<file path="src/rtl/bcd_to_binary.sv">
// bcd_to_binary: converts a three-digit BCD number (000..999) to an 8-bit
// binary value using reverse double dabble. Values above 255 saturate to
// 8'hFF with overflow set. A digit above 9 aborts the request and reports
// error instead of a value.
module bcd_to_binary (
    input  logic       clock,
    input  logic       resetn,
    input  logic       start,
    input  logic [3:0] Hundreds,
    input  logic [3:0] Tens,
    input  logic [3:0] Ones,
    output logic [7:0] binary,
    output logic       busy,
    output logic       done,
    output logic       overflow,
    output logic       error
);

    typedef enum logic [1:0] {
        IDLE   = 2'b00,
        SHIFT  = 2'b01,
        FINISH = 2'b10
    } state_t;

    // Working register layout: {hundreds, tens, ones, bin[7:0]}
    localparam int WORK_W  = 20;
    localparam int BIN_W   = 8;
    localparam int LAST_IT = 7;

    state_t            state_q, state_d;
    logic [2:0]        cnt_q, cnt_d;
    logic [WORK_W-1:0] work_q, work_d;
    logic              err_pend_q, err_pend_d;
    logic [BIN_W-1:0]  binary_q, binary_d;
    logic              busy_q, busy_d;
    logic              done_q, done_d;
    logic              overflow_q, overflow_d;
    logic              error_q, error_d;

    logic              digits_ok;
    logic [WORK_W-1:0] work_step;

    // A BCD nibble that reads 8 or more after the right shift held a
    // weight-10 carry in its upper bit; subtracting 3 restores the digit
    // (16/2 = 8 in binary vs 10/2 = 5 in decimal).
    function automatic logic [3:0] adjust_nibble(input logic [3:0] n);
        logic [3:0] r;
        r = n;
        if (n >= 4'd8) begin
            r = n - 4'd3;
        end
        return r;
    endfunction

    // One reverse double dabble iteration: shift right, then correct
    // each of the three BCD nibbles in parallel.
    function automatic logic [WORK_W-1:0] dabble_step(input logic [WORK_W-1:0] w);
        logic [WORK_W-1:0] s;
        s = {1'b0, w[WORK_W-1:1]};
        s[19:16] = adjust_nibble(s[19:16]);
        s[15:12] = adjust_nibble(s[15:12]);
        s[11:8]  = adjust_nibble(s[11:8]);
        return s;
    endfunction

    // Digit range check on the request inputs
    always_comb begin
        digits_ok = (Hundreds <= 4'd9) && (Tens <= 4'd9) && (Ones <= 4'd9);
        work_step = dabble_step(work_q);
    end

    // Next-state and output logic; done defaults low so it pulses once
    always_comb begin
        state_d    = state_q;
        cnt_d      = cnt_q;
        work_d     = work_q;
        err_pend_d = err_pend_q;
        binary_d   = binary_q;
        busy_d     = busy_q;
        done_d     = 1'b0;
        overflow_d = overflow_q;
        error_d    = error_q;

        case (state_q)
            IDLE: begin
                busy_d = 1'b0;
                if (start) begin
                    busy_d = 1'b1;
                    if (digits_ok) begin
                        work_d     = {Hundreds, Tens, Ones, 8'h00};
                        cnt_d      = 3'd0;
                        err_pend_d = 1'b0;
                        state_d    = SHIFT;
                    end else begin
                        err_pend_d = 1'b1;
                        state_d    = FINISH;
                    end
                end
            end

            SHIFT: begin
                work_d = work_step;
                cnt_d  = cnt_q + 3'd1;
                if (cnt_q == 3'(LAST_IT)) begin
                    state_d = FINISH;
                end
            end

            FINISH: begin
                if (err_pend_q) begin
                    binary_d   = '0;
                    overflow_d = 1'b0;
                    error_d    = 1'b1;
                end else if (work_q[WORK_W-1:BIN_W] != '0) begin
                    binary_d   = 8'hFF;
                    overflow_d = 1'b1;
                    error_d    = 1'b0;
                end else begin
                    binary_d   = work_q[BIN_W-1:0];
                    overflow_d = 1'b0;
                    error_d    = 1'b0;
                end
                err_pend_d = 1'b0;
                done_d     = 1'b1;
                busy_d     = 1'b0;
                state_d    = IDLE;
            end

            default: begin
                busy_d  = 1'b0;
                state_d = IDLE;
            end
        endcase
    end

    // State, datapath and output registers with asynchronous clear
    always_ff @(posedge clock or negedge resetn) begin
        if (!resetn) begin
            state_q    <= IDLE;
            cnt_q      <= '0;
            work_q     <= '0;
            err_pend_q <= 1'b0;
            binary_q   <= '0;
            busy_q     <= 1'b0;
            done_q     <= 1'b0;
            overflow_q <= 1'b0;
            error_q    <= 1'b0;
        end else begin
            state_q    <= state_d;
            cnt_q      <= cnt_d;
            work_q     <= work_d;
            err_pend_q <= err_pend_d;
            binary_q   <= binary_d;
            busy_q     <= busy_d;
            done_q     <= done_d;
            overflow_q <= overflow_d;
            error_q    <= error_d;
        end
    end

    assign binary   = binary_q;
    assign busy     = busy_q;
    assign done     = done_q;
    assign overflow = overflow_q;
    assign error    = error_q;

endmodule

</file>
<file path="config.mk">
export PLATFORM = sky130hd
export DESIGN_NAME = bcd_to_binary
export DESIGN_NICKNAME = d
export VERILOG_FILES = /design/src/rtl/bcd_to_binary.sv
export SDC_FILE = /design/constraint.sdc
export NUM_CORES = 1
export LEC_CHECK = 0
export ABC_AREA = 1
export BUFFER_PORTS_ARGS = -buffer_cell sky130_fd_sc_hd__buf_2
export CAP_MARGIN = 20
export CORE_MARGIN = 8
export CORE_UTILIZATION = 50
export DETAILED_ROUTE_END_ITERATION = 12
export PLACE_DENSITY = 0.71
export SLEW_MARGIN = 20
export SYNTH_ARGS = -nofsm -noshare
export SYNTH_HDL_FRONTEND = slang
export SYNTH_SLANG_ARGS = --single-unit
export TNS_END_PERCENT = 50
</file>
<file path="constraint.sdc">
create_clock -name clock -period 2.9 [get_ports clock]
set_clock_uncertainty 0.15 [all_clocks]
set_input_delay 0.435 -clock clock [delete_from_list [all_inputs] [get_ports clock]]
set_output_delay 0.435 -clock clock [all_outputs]
set_load 0.005 [all_outputs]
</file>
==> out/qor.yml, run 1 <==
swShare_pct: 43.3
grt_pass1_wl_um: 7020
ant_nets: 0
fillerInstances: 354
r2r-start: "state_q[1]$_DFFE_PN0P_"
worstPathArrival_ns: 1.80
dieArea_mm2: 0.00599
globalplace.congestion: 0.835
max_cap_violations: 0
rr_worst_depth: 6
cts_max_level: 2
synth_cells: 232
final_cell_mix: "102 x nand2_1, 38 x dfrtp_1, 26 x buf_2"
grt_max_degree: 39
cts_sinks: 38
path_class: "reg2reg"
tightest_slew_ns: 0.820
worstSetupEndpoint: "work_q[11]$_DFFE_PN0P_"
multiInputGateArea_um2: 801
pwr-share-comb_pct: 42.1
netlist_area_mm2: 0.00188
post_cts_buffers: 0
period_share_pct: 60.8
cts_resized: 0
status: "finished, final reports clean"
critPathCaptureType: "register"
fmax_ghz: 0.567
critPathLaunch: "state_q[1]$_DFFE_PN0P_"
place_area_mm2: 0.00200
clockBufferDepth: 2
final_hold_viol_count: 0
synth_fp_nets: 253
pwr_density_cell_mw_per_mm2: 1130
r2r_setup_slack_ns: 1.14
setup_violations: 0
layout-drive-gt1-share_pct: 15.6
io_buffers: 26
instances_no_fill: 304
die_width_um: 77.4
yosys_register_bits: 38
cts_hold_buf: 0
final_nets: 276
rows: 22
numCtsBuffers: 5
antenna_cells: 0
wl_um: 3920
initial_core_util_pct: 51.8
crit_required_ns: 2.93
hold_class: "in2async"
internal-power_mw: 1.35
ys_warn_count: 0
p_seq_share_pct: 42.0
period_needed_ns: 1.76
hold-worst-slack_ns: 0.0746
clockPowerShare_pct: 15.9
crit_fanout: 23
core_mm2: 0.00363
path_clk_slew_ns: 0.08
yosysSeqAreaShare_pct: 50.5
vdd_drop_max_mv: 0.649
area_delta_synth_final_pct: 11.4
grt_overflow_total: 0
fin_setup_tns_ns: 0
ioPinCount: 27
pre_cts_ws_ns: 0.980
die_y_um: 77.4
grt_setup_unrepaired: "no"
drt_iter0_drc: 107
wl_per_cell_um: 12.9
grtUsageTotal_pct: 14.4
syn_area_per_cell_um2: 8.12
grt_pass1_vias: 1543
relSlewSlack_pct: 45.3
final_common_cell: "nand2_1"
dp_hpwl_um: 2670
timing.final.ws_setup_ns: 1.14
finalMaxSlewViolations: 0
drc: 0
vias: 1535
via_per_inst: 5.05
antenna_found_initial: 0
cts_root_buf: "clkbuf_8"
cts_tree: "done"
dr.pass1.iters: 4
startpoint_type: "register"
clock_latency_ns: 0.29
switching_power_mw: 1.03
seqCellArea_um2: 951
fin_area_mm2: 0.00210
power_leakage_nw: 1.16
yosys.cell_types.count: 21
crit-reg2reg-capture: "work_q[11]$_DFFE_PN0P_"
dp_cells: 296
## metal layers
metal | GRT usage [%] | share of wire (%) | up-vias
li1 | - | - | 779
met1 | 17.1 | 45 | 719
met2 | 23.3 | 50 | 33
met3 | 3.92 | 4.1 | 4
met4 | 7.55 | 1.4 | 0
met5 | 0 | 0 | -
## critical path, stage by stage, from the launching register on
cell and delay, ns:
dfrtp_1 0.44, nor2_4 0.47, inv_2 0.24, nand2_1 0.13
o21ai_0 0.08, nand3_1 0.08, nand2_1 0.06
## how the worst min path moves through the flow
stage               slack, ns              from  depth (start not counted)                     end
floorplan               -0.01            resetn                          0   binary[0]$_DFFE_PN0P_
global placement         0.31  busy$_DFFE_PN0N_                          2        busy$_DFFE_PN0N_
detailed placement       0.31  busy$_DFFE_PN0N_                          2        busy$_DFFE_PN0N_
CTS                      0.12            resetn                          1  state_q[0]$_DFFE_PN0P_
global route             0.15            resetn                          1  work_q[17]$_DFFE_PN0P_
finish                   0.07            resetn                          1  state_q[0]$_DFFE_PN0P_
## power groups by stage
| stage | Combinational, mW | Sequential, mW | Clock (mW) |
|---|---|---|---|
| global route | 1.17 | 1.04 | 0.410 |
| global placement | 0.987 | 1.00 | 0 |
| CTS | 1.02 | 0.997 | 0.384 |
| detailed placement | 1.01 | 1.01 | 0 |
| floorplan | 0.828 | 0.951 | 0 |
| finish | 0.998 | 0.997 | 0.379 |
## final cells by class
| type | instances | share of cell area (%) |
|---|---|---|
| flip-flops and latches | 38 | 45.3 |
| inverters | 16 | 2.86 |
| clock buffers | 6 | 3.94 |
| clock inverters | 2 | 0.597 |
| repair buffers | 26 | 6.21 |
| multi-input cells | 168 | 38.2 |
| well taps | 48 | 2.86 |
## flip-flops by register name (all words and copies together) (netlist names)
register    cells
binary          8
busy            1
cnt_q           3
done            1
err_pend_q      1
error           1
overflow        1
state_q         2
work_q         20
## Yosys cell counts
| library cell | number | area [um2] |
|---|---|---|
| nor2_1 | 7 | 26.3 |
| a21oi_1 | 2 | 10.0 |
| a22oi_1 | 8 | 60.1 |
| or2_1 | 2 | 12.5 |
| inv_1 | 15 | 56.3 |
| nor2_4 | 2 | 22.5 |
| nand4_1 | 1 | 6.26 |
| nand3b_1 | 1 | 7.51 |
| buf_4 | 1 | 7.51 |
| o22ai_1 | 1 | 6.26 |
| o21ai_1 | 3 | 15.0 |
| buf_6 | 3 | 33.8 |
| dfrtp_1 | 38 | 951 |
| ha_1 | 6 | 75.1 |
| nand2_1 | 102 | 383 |
| inv_2 | 1 | 3.75 |
| o21ai_0 | 9 | 45.0 |
| xor2_1 | 2 | 17.5 |
| nand3_1 | 19 | 95.1 |
| nand2_2 | 3 | 18.8 |
| buf_2 | 6 | 30.0 |
## kinds of logic (layout without fill, tap and decap cells)
family / Yosys count / in the layout / synth area share (%)
xor+xnor: 2 / 2 / 0.930
fa+ha+maj: 6 / 6 / 3.99
simple gates: 137 / 137 / 30.4
flops: 38 / 38 / 50.5
buf+inv: 26 / 50 / 6.98
compound gates: 23 / 23 / 7.24
## metrics by stage
stage	total power, mW	utilization (%)
floorplan	1.78	-
global placement	1.99	55.1
detailed placement	2.01	55.1
CTS	2.40	57.7
global route	2.62	57.7
finish	2.37	57.7
Power figures use the tool's default switching activity.
==> run 2, diff against run 1 <==
--- a/config.mk
+++ b/config.mk
@@ -11,7 +11,7 @@
 export CORE_MARGIN = 8
 export CORE_UTILIZATION = 50
 export DETAILED_ROUTE_END_ITERATION = 12
-export PLACE_DENSITY = 0.71
+export PLACE_DENSITY = 0.74
 export SLEW_MARGIN = 20
 export SYNTH_ARGS = -nofsm -noshare
 export SYNTH_HDL_FRONTEND = slang
==> constraint.sdc (replaced) <==
create_clock -name clock -period 1.5 [get_ports clock]
set_clock_uncertainty 0.15 [all_clocks]
set_input_delay 0.225 -clock clock [delete_from_list [all_inputs] [get_ports clock]]
set_output_delay 0.225 -clock clock [all_outputs]
set_load 0.005 [all_outputs]
==> run 2 against run 1 <==
  * Power up 110%
  * Clock power up 130%
  * Highest routed layer unchanged
  * Count of clock-buffer cells in the layout unchanged
  * Critical path type unchanged
  * First-iteration DRC count up 40%
  * Die area unchanged
==> out/qor.yml, run 2 (synthesis results as in run 1) <==
period_needed_ns: 1.40
antenna_found_initial: 0
vias: 1571
cts_max_level: 2
largest_reg_flops: 20
fin_setup_tns_ns: 0
status: "finished, final reports clean"
rows: 22
instances_no_fill: 313
rr_worst_depth: 8
grt_setup_unrepaired: "yes"
grt_overflow_total: 0
globalplace.congestion: 0.834
die_y_um: 77.4
drt_iter0_drc: 150
final_common_cell: "nand2_1"
clock_latency_ns: 0.29
numCtsBuffers: 5
critPathCaptureType: "register"
drc: 0
max_cap_violations: 0
grt_max_degree: 39
dp_hpwl_um: 2750
path_class: "reg2reg"
period_share_pct: 93.4
path_clk_slew_ns: 0.07
dr.pass1.iters: 4
worstHoldEndpoint: "busy$_DFFE_PN0N_"
cts_root_buf: "clkbuf_8"
layout-drive-gt1-share_pct: 19.6
r2r_setup_slack_ns: 0.1
tightest_slew_ns: 0.315
crit_fanout: 5
dp_cells: 304
grt_pass1_wl_um: 7100
dieArea_mm2: 0.00599
pwr_density_cell_mw_per_mm2: 2250
area_delta_synth_final_pct: 18.1
crit-reg2reg-capture: "work_q[13]$_DFFE_PN0P_"
final_hold_viol_count: 0
holdPathStages: 3
relSlewSlack_pct: 79.0
core_mm2: 0.00363
worstPathArrival_ns: 1.43
setup_violations: 0
ant_nets: 0
fmax_ghz: 0.714
final_nets: 286
hold_class: "in2reg"
startpoint_type: "register"
cts_tree: "done"
min-delay-start: "start"
finalMaxSlewViolations: 0
ioPinCount: 27
die_width_um: 77.4
crit_required_ns: 1.53
grt_pass1_vias: 1566
initial_core_util_pct: 51.8
wl_um: 4060
wl_per_cell_um: 13.0
vdd_drop_max_mv: 0.951
final_cell_mix: "101 x nand2_1, 37 x dfrtp_1, 26 x buf_2"
antenna_cells: 0
r2r-start: "work_q[13]$_DFFE_PN0P_"
via_per_inst: 5.02
grtUsageTotal_pct: 14.6
power_leakage_nw: 1.23
largest-register: "work_q"
clockBufferDepth: 2
io_buffers: 26
cts_sinks: 38
-- run 2: cell count changes in the layout (fill, tap and decap cells not counted), sizes merged --
| cell | delta |
|---|---|
| clkinv | -1 |
| dlygate4sd3 | +1 |
| bufinv | +1 |
| clkinvlp | -1 |
| buf | +9 |
-- run 2: stage by stage --
| stage | hold slack [ns] | cell area, um2 | worst slack [ns] | power (mW) | utilization (%) |
|---|---|---|---|---|---|
| floorplan | -0.221 | 1880 | 0.174 | 3.44 | - |
| global placement | 0.0536 | 2070 | 0.0277 | 3.98 | 57.1 |
| detailed placement | 0.0554 | 2070 | -0.0437 | 4.05 | 57.1 |
| CTS | 0.0933 | 2200 | 0.0269 | 4.96 | 60.5 |
| global route | 0.128 | 2220 | -0.00586 | 5.48 | 61.2 |
| finish | 0.0933 | 2220 | 0.0993 | 5.00 | 61.2 |
-- run 2: how the worst max path moves through the flow --
stage | cells past startpoint | to | slack, ns | start
after floorplan | 6 | binary[0]$_DFFE_PN0P_ | 0.17 | work_q[12]$_DFFE_PN0P_
after global placement | 7 | work_q[10]$_DFFE_PN0P_ | 0.03 | Hundreds[1]
after detailed placement | 7 | work_q[4]$_DFFE_PN0P_ | -0.04 | Ones[2]
after CTS | 6 | work_q[4]$_DFFE_PN0P_ | 0.03 | state_q[1]$_DFFE_PN0P_
after global routing | 8 | work_q[13]$_DFFE_PN0P_ | -0.006 | work_q[13]$_DFFE_PN0P_
final | 8 | work_q[13]$_DFFE_PN0P_ | 0.1 | work_q[13]$_DFFE_PN0P_
-- run 2: where the power goes --
part,switching [mW],internal [mW]
clock network,0.341,0.532
logic,1.35,0.876
registers,0.375,1.53
-- run 2: layout make-up --
| cell class | instances | area, um2 |
|---|---|---|
| Fill cell | 323 | 1410 |
| Sequential cell | 38 | 952 |
| Multi-Input combinational cell | 168 | 818 |
| Timing Repair Buffer | 36 | 220 |
| Clock buffer | 6 | 82.6 |
| Inverter | 16 | 60.1 |
| Tap cell | 48 | 60.1 |
| Clock inverter | 1 | 30.0 |
-- run 2: critical path, stage by stage, from the launching register on --
cell	delay, ns
dfrtp_1	0.43
inv_1	0.08
ha_1	0.29
nand2_1	0.06
o21ai_0	0.07
nand2_1	0.06
nand2_1	0.04
nand3_1	0.07
nand2_1	0.05
-- run 2: per-layer routing --
metal  vias up  wire length, um  global-route usage [%]
met1       738             1840                    17.8
li1        797                -                       -
met3         6              155                    3.80
met5         -                0                       0
met4         0               77                    7.74
met2        30             1980                    23.2
-- run 2: what timing repair did --
action | CTS | global route
hold buffers | 1 | 0
setup endpoints to repair | 1 | 32
endpoints found under the hold margin | 38 | 0
gates resized for setup | 1 | 5
setup buffers | 0 | 1
